File: src/rtl/mtr_drv_pwm_if.sv
// rtl/mtr_drv_pwm_if.sv - speed inputs and gate outputs of the motor PWM backend
//   lft_spd/rght_spd : signed 11-bit speed levels from the PID stage
//   lftPWM1/lftPWM2  : left high/low-side gates
//   rghtPWM1/rghtPWM2: right high/low-side gates
//   period_strt      : 1-clock pulse at the first clock of each PWM period
interface mtr_drv_pwm_if;
  logic signed [10:0] lft_spd;
  logic signed [10:0] rght_spd;
  logic               lftPWM1;
  logic               lftPWM2;
  logic               rghtPWM1;
  logic               rghtPWM2;
  logic               period_strt;

  modport master (
    output lft_spd, rght_spd,
    input  lftPWM1, lftPWM2, rghtPWM1, rghtPWM2, period_strt
  );

  modport slave (
    input  lft_spd, rght_spd,
    output lftPWM1, lftPWM2, rghtPWM1, rghtPWM2, period_strt
  );
endinterface

File: src/rtl/mtr_drv_pwm.sv
// rtl/mtr_drv_pwm.sv - dead-time-protected complementary H-bridge PWM for two motors
//   clk : system clock
//   rst : asynchronous active-high reset, forces all gates low at once
//   bus : speed levels in, gate pairs and period_strt out
module mtr_drv_pwm #(
  parameter int DEAD_TIME = 32
) (
  input  logic         clk,
  input  logic         rst,
  mtr_drv_pwm_if.slave bus
);

  localparam logic [10:0] DT11 = 11'(DEAD_TIME);
  localparam logic [11:0] DT12 = 12'(DEAD_TIME);

  logic [10:0] cnt_q, cnt_d;
  logic [10:0] lft_duty_q, lft_duty_d;
  logic [10:0] rght_duty_q, rght_duty_d;
  logic        period_strt_q, period_strt_d;
  logic        lft_pwm1_q, lft_pwm1_d;
  logic        lft_pwm2_q, lft_pwm2_d;
  logic        rght_pwm1_q, rght_pwm1_d;
  logic        rght_pwm2_q, rght_pwm2_d;
  logic        boundary;

  // Offset-binary: adding 0x400 mod 2048 is the same as flipping the sign bit.
  function automatic logic [10:0] spd_to_duty(input logic [10:0] spd);
    return {~spd[10], spd[9:0]};
  endfunction

  always_comb begin
    cnt_d         = cnt_q + 11'd1;
    boundary      = (cnt_q == 11'h7FF);
    lft_duty_d    = lft_duty_q;
    rght_duty_d   = rght_duty_q;
    // Duty only changes on the last clock so a period never mixes two values.
    if (boundary) begin
      lft_duty_d  = spd_to_duty(bus.lft_spd);
      rght_duty_d = spd_to_duty(bus.rght_spd);
    end
    period_strt_d = boundary;

    // High side waits DEAD_TIME after the wrap, where the low side just fell.
    lft_pwm1_d  = (cnt_q >= DT11) && (cnt_q < lft_duty_q);
    rght_pwm1_d = (cnt_q >= DT11) && (cnt_q < rght_duty_q);
    // 12-bit sum so duty+DEAD_TIME beyond 2047 disables the low side rather than wrapping.
    lft_pwm2_d  = ({1'b0, cnt_q} >= ({1'b0, lft_duty_q} + DT12));
    rght_pwm2_d = ({1'b0, cnt_q} >= ({1'b0, rght_duty_q} + DT12));
  end

  always_ff @(posedge clk or posedge rst) begin
    if (rst) begin
      cnt_q         <= 11'd0;
      lft_duty_q    <= 11'h400;
      rght_duty_q   <= 11'h400;
      period_strt_q <= 1'b0;
      lft_pwm1_q    <= 1'b0;
      lft_pwm2_q    <= 1'b0;
      rght_pwm1_q   <= 1'b0;
      rght_pwm2_q   <= 1'b0;
    end else begin
      cnt_q         <= cnt_d;
      lft_duty_q    <= lft_duty_d;
      rght_duty_q   <= rght_duty_d;
      period_strt_q <= period_strt_d;
      lft_pwm1_q    <= lft_pwm1_d;
      lft_pwm2_q    <= lft_pwm2_d;
      rght_pwm1_q   <= rght_pwm1_d;
      rght_pwm2_q   <= rght_pwm2_d;
    end
  end

  assign bus.lftPWM1     = lft_pwm1_q;
  assign bus.lftPWM2     = lft_pwm2_q;
  assign bus.rghtPWM1    = rght_pwm1_q;
  assign bus.rghtPWM2    = rght_pwm2_q;
  assign bus.period_strt = period_strt_q;

endmodule

File: src/flat_wrapper.sv
// flat-port wrapper written by rule: the top's interface ports become plain ports
module mtr_drv_pwm_flat 
#(
  parameter int DEAD_TIME = 32
)
  (clk, rst, bus_lft_spd, bus_rght_spd, bus_lftPWM1, bus_lftPWM2, bus_rghtPWM1, bus_rghtPWM2, bus_period_strt);
  mtr_drv_pwm_if bus_i ();
  input  logic clk;
  input  logic rst;
  input wire logic [$bits(bus_i.lft_spd)-1:0] bus_lft_spd;
  input wire logic [$bits(bus_i.rght_spd)-1:0] bus_rght_spd;
  output wire logic [$bits(bus_i.lftPWM1)-1:0] bus_lftPWM1;
  output wire logic [$bits(bus_i.lftPWM2)-1:0] bus_lftPWM2;
  output wire logic [$bits(bus_i.rghtPWM1)-1:0] bus_rghtPWM1;
  output wire logic [$bits(bus_i.rghtPWM2)-1:0] bus_rghtPWM2;
  output wire logic [$bits(bus_i.period_strt)-1:0] bus_period_strt;
  assign bus_i.lft_spd = bus_lft_spd;
  assign bus_i.rght_spd = bus_rght_spd;
  assign bus_lftPWM1 = bus_i.lftPWM1;
  assign bus_lftPWM2 = bus_i.lftPWM2;
  assign bus_rghtPWM1 = bus_i.rghtPWM1;
  assign bus_rghtPWM2 = bus_i.rghtPWM2;
  assign bus_period_strt = bus_i.period_strt;
  mtr_drv_pwm #(.DEAD_TIME(DEAD_TIME)) u_core (.clk(clk), .rst(rst), .bus(bus_i));
endmodule
File: config.mk
export PLATFORM = sky130hd
export DESIGN_NAME = mtr_drv_pwm_flat
export DESIGN_NICKNAME = d
export VERILOG_FILES = /design/src/rtl/mtr_drv_pwm_if.sv /design/src/rtl/mtr_drv_pwm.sv /design/src/flat_wrapper.sv
export SDC_FILE = /design/constraint.sdc
export NUM_CORES = 1
export LEC_CHECK = 0
export ABC_CLOCK_PERIOD_IN_PS = 3000
export BUFFER_PORTS_ARGS = -buffer_cell sky130_fd_sc_hd__buf_2
export CAP_MARGIN = 10
export CELL_PAD_IN_SITES_DETAIL_PLACEMENT = 1
export CELL_PAD_IN_SITES_GLOBAL_PLACEMENT = 2
export CORE_MARGIN = 4
export CORE_UTILIZATION = 35
export CTS_CLUSTER_DIAMETER = 60
export CTS_CLUSTER_SIZE = 14
export DETAILED_ROUTE_END_ITERATION = 10
export PLACE_DENSITY_LB_ADDON = 0.1
export SYNTH_ARGS = -nofsm -noshare
export SYNTH_HDL_FRONTEND = slang
export SYNTH_SLANG_ARGS = --single-unit
File: constraint.sdc
create_clock -name clk -period 3 [get_ports clk]
set_input_delay 0.6 -clock clk [delete_from_list [all_inputs] [get_ports clk]]
set_output_delay 0.6 -clock clk [all_outputs]
set_load 0.05 [all_outputs]
Word level (Yosys, flattened, before mapping)

Index checks and enable logic that the tools add are counted.
W data, S select, Z words.

Flip-flop bits (word level): 38
Output and inout bits: 5
Bits in latches: 0
Word-level logic and storage cells: 21
Bits in read-only memories: 0
Memories: 0
RAM bits: 0
Input port bits: 24

Reductions and logical operators: 2
Mux-type cells: 0
Eq/ne operators: 1
Add/subtract/negate cells: 3
Shift operators: 0
$mul: 0
Divide/modulo/power cells: 0
Order comparisons: 5
Bitwise gates (word level): 2

Operators by type and width:

| operator                | count |
|---|---|
| $add A11 B6 Y12 const B | 2 |
| $ge A11 B12 Y1          | 2 |
| $lt A11 B11 Y1          | 2 |
| $add A11 B1 Y11 const B | 1 |
| $eq A11 B11 Y1 const B  | 1 |
| $ge A11 B6 Y1 const B   | 1 |
| $logic_and A1 B1 Y1     | 2 |
| $not A1 Y1              | 2 |

Longest topological paths before layout

Gate-level depths: netlist of the first run.

Word-level depth: 2
Mapped depth: 8
Depth with buffers taken out: 8

Least setup slack after synthesis of the first run

No wires, ideal clock.

Path kind: reg2reg
Start: register u_core.lft_duty_q[5]
End: register u_core.lft_pwm2_q (netlist: u_core.bus.lftPWM2)
Slack: 1.086 ns
Setup time: 0.124 ns
Period minus slack after synthesis: 1.914 ns
Required time: 2.876 ns
Path buffers: 0
Arrival time: 1.790 ns
Cell stages (with the launch flop): 9
Path through: dfrtp_1 > ha_1 > and3_1 > xnor2_1 > ha_1 > a21o_1 > a21oi_1 > nor2_1 > a211o_1

Cells in the longest elaborated chain, start to end: 2

Ends and longest elaborated chain:

| element                     | line              | source |
|---|---|---|
| start: declaration          | mtr_drv_pwm.sv:17 | `logic [10:0] lft_duty_q, lft_duty_d;` |
| start signal: assignment    | mtr_drv_pwm.sv:63 | `lft_duty_q <= lft_duty_d;` |
| $add A11 B6 Y12             | mtr_drv_pwm.sv:47 | `lft_pwm2_d = ({1'b0, cnt_q} >= ({1'b0, lft_duty_q} + DT12));` |
| $ge A11 B12 Y1              | mtr_drv_pwm.sv:47 |  |
| named net u_core.lft_pwm2_d | mtr_drv_pwm.sv:21 | `logic lft_pwm2_q, lft_pwm2_d;` |
| end signal: assignment      | mtr_drv_pwm.sv:67 | `lft_pwm2_q <= lft_pwm2_d;` |
| end: declaration            | mtr_drv_pwm.sv:21 |  |

The timed path passes the listed nets, and every way through them passes these cells.
A chain may end at the register's enable or synchronous reset.

Worst setup path in the final report of the first run

Same ends and word-level chain as after synthesis.

==> impl_metrics.csv, run 1 <==
group,metric,value,unit
run_status,status,"completed",
floorplanning,die_w,92.7,µm
power_and_ir_drop,p_leak,1.52,nW
critical_path,worst_setup_path_start_kind,"flip-flop",
run,maxCapViolations,0,
clocking,htree_levels,2,
clocking,cts_resized,0,
critical_path,crit_top_cell,"ha_1",
clocking,clkLatencyLatePin,0.29,ns
finish,antenna_cells,0,
global_routing,antenna_found_initial,0,
finish,areaGrowthSynthToFinish,13.4,%
floorplanning,core-area,0.00687,mm²
finish,final_nets,319,
synthesis,synth_edf_count,0,
power_and_ir_drop,clkPwrFrac,36.3,%
timing,worst_pin_slew,0.617,ns
clocking,post_cts_buffers,0,
critical_path,r2r_cells,8,
synthesis,syn_area,0.00251,mm²
critical_path,arrival,2.32,ns
synthesis,synth_cell_types,37,
synthesis,syn_inst,223,
placed_design,dpl-instance-area,0.00276,mm²
finish,drive_above_1_share,23.3,%
clocking,cts_tree,"yes",
timing,relSlewSlack,58.8,%
timing,finalSetupTns,0,ns
global_routing,grtUsageTotal,13.4,%
timing,min_period,2.15,ns
global_routing,gr-total-overflow,0,
placed_design,portBuffers,28,
clocking,cts_buffer_depth,2,
power_and_ir_drop,power_density,365,mW/mm²
finish,final_area,0.00285,mm²
power_and_ir_drop,irDropWorstVdd,134,µV
global_routing,grt_pass1_vias,1880,
synthesis,ys_top_cells_by_count,"38 x ha_1, 36 x dfrtp_1, 26 x inv_1, 18 x mux2_4, 15 x xnor2_1",
synthesis,ys_warn_count,0,
timing,fin_crit_sh,71.7,%
timing,finalHoldViolCount,0,
timing,drv_slew,0,
synthesis,ys_seq_elements,38,
timing,fin_skew,0.00464,ns
placed_design,dp_hpwl,4.09,mm
synthesis,synth_flop_cell,"dfrtp_1",
critical_path,crit_type,"reg -> reg",
route,drtAntennaViolNets,0,
critical_path,cpMaxStageDelayCell,"dfrtp_1",
global_routing,grt_max_degree,39,
clocking,cts_hold_buf,0,
critical_path,cp-end-kind,"flip-flop",
placed_design,place_congestion,0.699,
finish,stdcell_count,354,
power_and_ir_drop,power_frac_seq,52.3,%
timing,rsz0062_at_grt,"no",
timing,setup_violations,0,
route,remaining_drc_errors,0,
route,drt_iter0_drc,34,
power_and_ir_drop,intPower,775,µW
floorplanning,die_area,0.00859,mm²
power_and_ir_drop,combPwrFrac,11.4,%
route,drt-pass1-iter-count,4,
critical_path,slowest_delay,0.47,ns
clocking,clk_pin_slew,0.08,ns
critical_path,crit_fanout,6,
synthesis,syn-num-nets,285,
power_and_ir_drop,p_sw,265,µW
clocking,cts_buffers,5,
global_routing,grt_pass1_wl,9.20,mm
hold_path,hp-class,"in -> async",
synthesis,syn-mean-instance-area,11.3,µm²
synthesis,synthArstFlopShare,100,%
critical_path,path_cells,"ha_1, and3_1, xnor2_1, ha_1, a21o_1, a21oi_1, nor2_1, a211o_1",
synthesis,ys_top_cells_by_area,"dfrtp_1 36%, ha_1 19%, mux2_4 11%",
floorplanning,die_y,92.7,µm
route,via_count,1708,
floorplanning,initial_core_util,36.6,%
synthesis,synth_most_common_cell,"ha_1",
critical_path,required,3.17,ns
placed_design,dp.cells,346,
route,wl,5.35,mm
floorplanning,ios,29,
synthesis,yosys.area.top_type,"dfrtp_1",
timing,fmax,465,MHz
finish,final_util,41.5,%
clocking,clock-sinks,38,
route,via_per_inst,4.82,
synthesis,yosysTopAreaCellShare,35.9,%
floorplanning,rows,30,
route,wire_per_inst,15.1,µm
power_and_ir_drop,fin_total_pwr,1.04,mW
synthesis,ys_seq_area_share,38.0,%
power_and_ir_drop,switching_share,25.5,%
clocking,root_buffer,"clkbuf_8",
==> flip-flops by register name, summed over array words and instances, names as in the netlist <==
name / count
u_core.bus.rghtPWM2: 1
u_core.cnt_q: 11
u_core.rght_duty_q: 11
u_core.bus.period_strt: 1
u_core.bus.lftPWM1: 1
u_core.bus.rghtPWM1: 1
u_core.lft_duty_q: 11
u_core.bus.lftPWM2: 1
==> worst max-delay path, delay by kind of cell (launching register included) <==
family                     cells  cell delay, ns
DFF                            1            0.47
adders and majority gates      2            0.55
xor gates and xnor gates       1            0.13
AOI/OAI and AO/OA              3            0.60
and+or+nand+nor                2            0.29
==> path summary, 6_finish.rpt <==
path                                  startpoint                endpoint  slack [ns]
min in group clk                 bus_lft_spd[10]   u_core.lft_duty_q[10]        0.44
min reg2reg                u_core.rght_duty_q[1]   u_core.rght_duty_q[1]        0.52
max reg2reg                 u_core.lft_duty_q[5]      u_core.bus.lftPWM2        0.85
max in group asynchronous                    rst  u_core.rght_duty_q[10]        2.21
max                         u_core.lft_duty_q[5]      u_core.bus.lftPWM2        0.85
min                                          rst    u_core.lft_duty_q[3]        0.43
==> power groups by stage <==
| stage | Clock (mW) | Combinational (mW) | Sequential (mW) |
|---|---|---|---|
| 2_1_floorplan | 0 | 0.0811 | 0.552 |
| 3_3_place_gp | 0 | 0.119 | 0.554 |
| 3_5_place_dp | 0 | 0.121 | 0.555 |
| 4_1_cts | 0.396 | 0.122 | 0.544 |
| 5_1_grt | 0.415 | 0.136 | 0.547 |
| 6_report | 0.377 | 0.118 | 0.544 |
==> layout by cell type, fill, tap and decap left out, types with 2 or more instances in the layout <==
master / count
o211ai_1: 4
nor2_1: 6
o21a_1: 2
dfrtp_1: 36
xnor2_1: 15
mux2i_1: 2
ha_1: 38
inv_1: 26
clkbuf_8: 6
a21o_1: 3
dfstp_2: 2
nor3_1: 3
o21ai_0: 5
mux2_2: 2
nand4_1: 3
nand2_1: 3
xor2_1: 2
mux2_4: 18
buf_2: 28
nor3b_1: 2
nand3_1: 14
nor2b_1: 4
a21oi_1: 10
and3_1: 4
and4_1: 4
==> per-stage QoR <==
step	hold slack (ns)	setup slack, ns
detailed placement	0.502	0.838
floorplan	0.479	1.09
finish	0.428	0.850
CTS	0.431	0.821
global placement	0.493	0.845
global route	0.431	0.722
==> per-layer routing <==
| layer | track usage (%) | share of wire [%] | up-vias |
|---|---|---|---|
| li1 | - | - | 864 |
| met1 | 18.0 | 50 | 822 |
| met2 | 22.2 | 47 | 18 |
| met3 | 2.76 | 2.4 | 4 |
| met4 | 3.30 | 0.49 | 0 |
| met5 | 0 | 0 | - |
==> cell type report <==
type / count / area, µm²
well taps: 96 / 120
inverters: 26 / 97.6
multi-input cells: 157 / 1440
repair buffers: 29 / 148
clock inverters: 1 / 5.00
flip-flops and latches: 38 / 953
fillers: 785 / 4020
clock buffers: 7 / 86.3
==> logic make-up (layout without fill, tap and decap cells) <==
| group | count (synthesis) | in the layout | share of synthesized area (%) |
|---|---|---|---|
| adder cells (fa/ha/maj) | 38 | 38 | 18.9 |
| flip-flops | 38 | 38 | 38.0 |
| AND/OR/NAND/NOR | 48 | 48 | 11.5 |
| multiplexers | 22 | 22 | 12.5 |
| buffers and inverters | 28 | 63 | 4.78 |
| XOR/XNOR | 17 | 17 | 5.93 |
| AO/OA/AOI/OAI | 32 | 32 | 8.42 |
(Power assumes the default switching activity.)
==> run 2: changes to the inputs <==
--- a/config.mk
+++ b/config.mk
@@ -5,7 +5,7 @@
 export SDC_FILE = /design/constraint.sdc
 export NUM_CORES = 1
 export LEC_CHECK = 0
-export ABC_CLOCK_PERIOD_IN_PS = 3000
+export ABC_CLOCK_PERIOD_IN_PS = 2200
 export BUFFER_PORTS_ARGS = -buffer_cell sky130_fd_sc_hd__buf_2
 export CAP_MARGIN = 10
 export CELL_PAD_IN_SITES_DETAIL_PLACEMENT = 1
==> constraint.sdc (replaced) <==
create_clock -name clk -period 2.2 [get_ports clk]
set_input_delay 0.44 -clock clk [delete_from_list [all_inputs] [get_ports clk]]
set_output_delay 0.44 -clock clk [all_outputs]
set_load 0.05 [all_outputs]
==> run 2 against run 1 <==
Compared with the run above: clock power increased by 37%; wire length increased by 0.34%; largest cell class unchanged; first-iteration DRC count unchanged; sequential cell count unchanged; via count increased by 1.7%; register-to-register slack got worse by 0.66 ns; power increased by 36%; critical path depth unchanged; clock skew increased by 0.0026 ns.
==> impl_metrics.csv, run 2 (same netlist as run 1, synthesis figures left out) <==
group,metric,value,unit
global_routing,grtUsageTotal,13.7,%
power_and_ir_drop,power_density,492,mW/mm²
finish,final_common_cell,"ha_1",
timing,fin_crit_sh,91.1,%
clocking,htree_levels,2,
run,maxCapViolations,0,
global_routing,gr-total-overflow,0,
critical_path,worst_setup_path_start_kind,"flip-flop",
run_status,status,"completed",
floorplanning,die_y,92.7,µm
finish,antenna_cells,0,
clocking,root_buffer,"clkbuf_8",
clocking,cts_buffer_depth,2,
route,drt_iter0_drc,34,
timing,finalSetupTns,0,ns
power_and_ir_drop,irDropWorstVdd,342,µV
critical_path,cp-end-kind,"flip-flop",
floorplanning,core-area,0.00687,mm²
power_and_ir_drop,p_leak,1.55,nW
route,via_per_inst,4.84,
critical_path,crit_fanout,5,
floorplanning,rows,30,
clocking,post_cts_buffers,0,
global_routing,grt_pass1_wl,9.23,mm
critical_path,arrival,2.19,ns
timing,fmax,499,MHz
finish,seq_area,953,µm²
finish,final_area,0.00289,mm²
finish,final_cell_mix,"38 x ha_1, 36 x dfrtp_1, 28 x buf_2, 26 x inv_1, 18 x mux2_4",
route,wire_per_inst,14.9,µm
finish,multi_input_area,0.00144,mm²
clocking,cts_tree,"yes",
route,drt-pass1-iter-count,3,
finish,n_fill_cell,785,
timing,min_period,2.00,ns
finish,top_regs,"u_core.cnt_q: 11 flops, u_core.lft_duty_q: 11 flops, u_core.rght_duty_q: 11 flops",
timing,finalHoldViolCount,0,
placed_design,dpl-instance-area,0.00279,mm²
global_routing,grt_pass1_vias,1865,
timing,setup_violations,0,
route,drtAntennaViolNets,0,
finish,drive_above_1_share,24.7,%
placed_design,place_congestion,0.742,
floorplanning,die_w,92.7,µm
clocking,clkLatencyLatePin,0.30,ns
timing,relSlewSlack,65.7,%
route,remaining_drc_errors,0,
global_routing,antenna_found_initial,0,
finish,final_nets,324,
floorplanning,ios,29,
hold_path,hp-class,"in -> async",
timing,drv_slew,0,
route,wl,5.37,mm
floorplanning,die_area,0.00859,mm²
critical_path,required,2.38,ns
clocking,cts_hold_buf,0,
route,via_count,1737,
timing,fin_hold_ws,0.258,ns
timing,fin_skew,0.00720,ns
timing,rsz0062_at_grt,"no",
finish,final_util,42.0,%
timing,worst_pin_slew,0.515,ns
floorplanning,initial_core_util,36.6,%
placed_design,dp_hpwl,4.14,mm
finish,areaGrowthSynthToFinish,14.9,%
global_routing,grt_max_degree,39,
clocking,cts_resized,0,
clocking,cts_buffers,5,
clocking,clock-sinks,38,
clocking,clk_pin_slew,0.08,ns
placed_design,portBuffers,28,
critical_path,crit_type,"reg -> reg",
==> run 2: report_power, final <==
| part | total [mW] | switching, mW | internal [mW] |
|---|---|---|---|
| Sequential | 0.740 | 0.0189 | 0.721 |
| Combinational | 0.163 | 0.0800 | 0.0832 |
| Clock | 0.516 | 0.263 | 0.253 |
==> run 2: cell type report <==
class,instances,area share (%)
multi-input cells,157,49.8
flip-flops and latches,38,33.0
repair buffers,34,6.42
well taps,96,4.16
inverters,26,3.38
clock buffers,7,2.99
clock inverters,1,0.173
==> run 2: final timing paths <==
path                                               end  cells past startpoint  slack [ns]            startpoint
max in group asynchronous        u_core.lft_duty_q[10]                      3        1.57                   rst
min in group clk                u_core.rght_duty_q[10]                      2        0.27      bus_rght_spd[10]
worst max register to register      u_core.bus.lftPWM2                      8        0.20  u_core.lft_duty_q[6]
worst max-delay path                u_core.bus.lftPWM2                      8        0.20  u_core.lft_duty_q[6]
worst min-delay path              u_core.lft_duty_q[4]                      3        0.26                   rst
worst min register to register    u_core.lft_duty_q[1]                      1        0.51  u_core.lft_duty_q[1]
==> run 2: per-layer routing <==
metal | part of all wire (%) | up-vias | GRT usage, %
met4 | 1.3 | 0 | 4.03
met1 | 50 | 840 | 18.4
met5 | 0 | - | 0
met2 | 46 | 18 | 22.2
met3 | 2.4 | 7 | 2.92
li1 | - | 872 | -
==> run 2: critical path: stages (launching register included) <==
cell and delay [ns]:
dfrtp_1 0.43, ha_1 0.23, and3_1 0.20, xnor2_1 0.13, ha_1 0.29, a21o_1 0.16, a21oi_1 0.14, nor2_1 0.05
a211o_1 0.26
==> run 2: metrics by stage <==
stage | power [mW] | instances | setup slack [ns]
after floorplan | 0.863 | 223 | 0.286
after global placement | 0.918 | 351 | 0.266
after detailed placement | 0.920 | 351 | 0.204
after CTS | 1.45 | 359 | 0.195
after global routing | 1.51 | 359 | 0.0932
final | 1.42 | 359 | 0.195
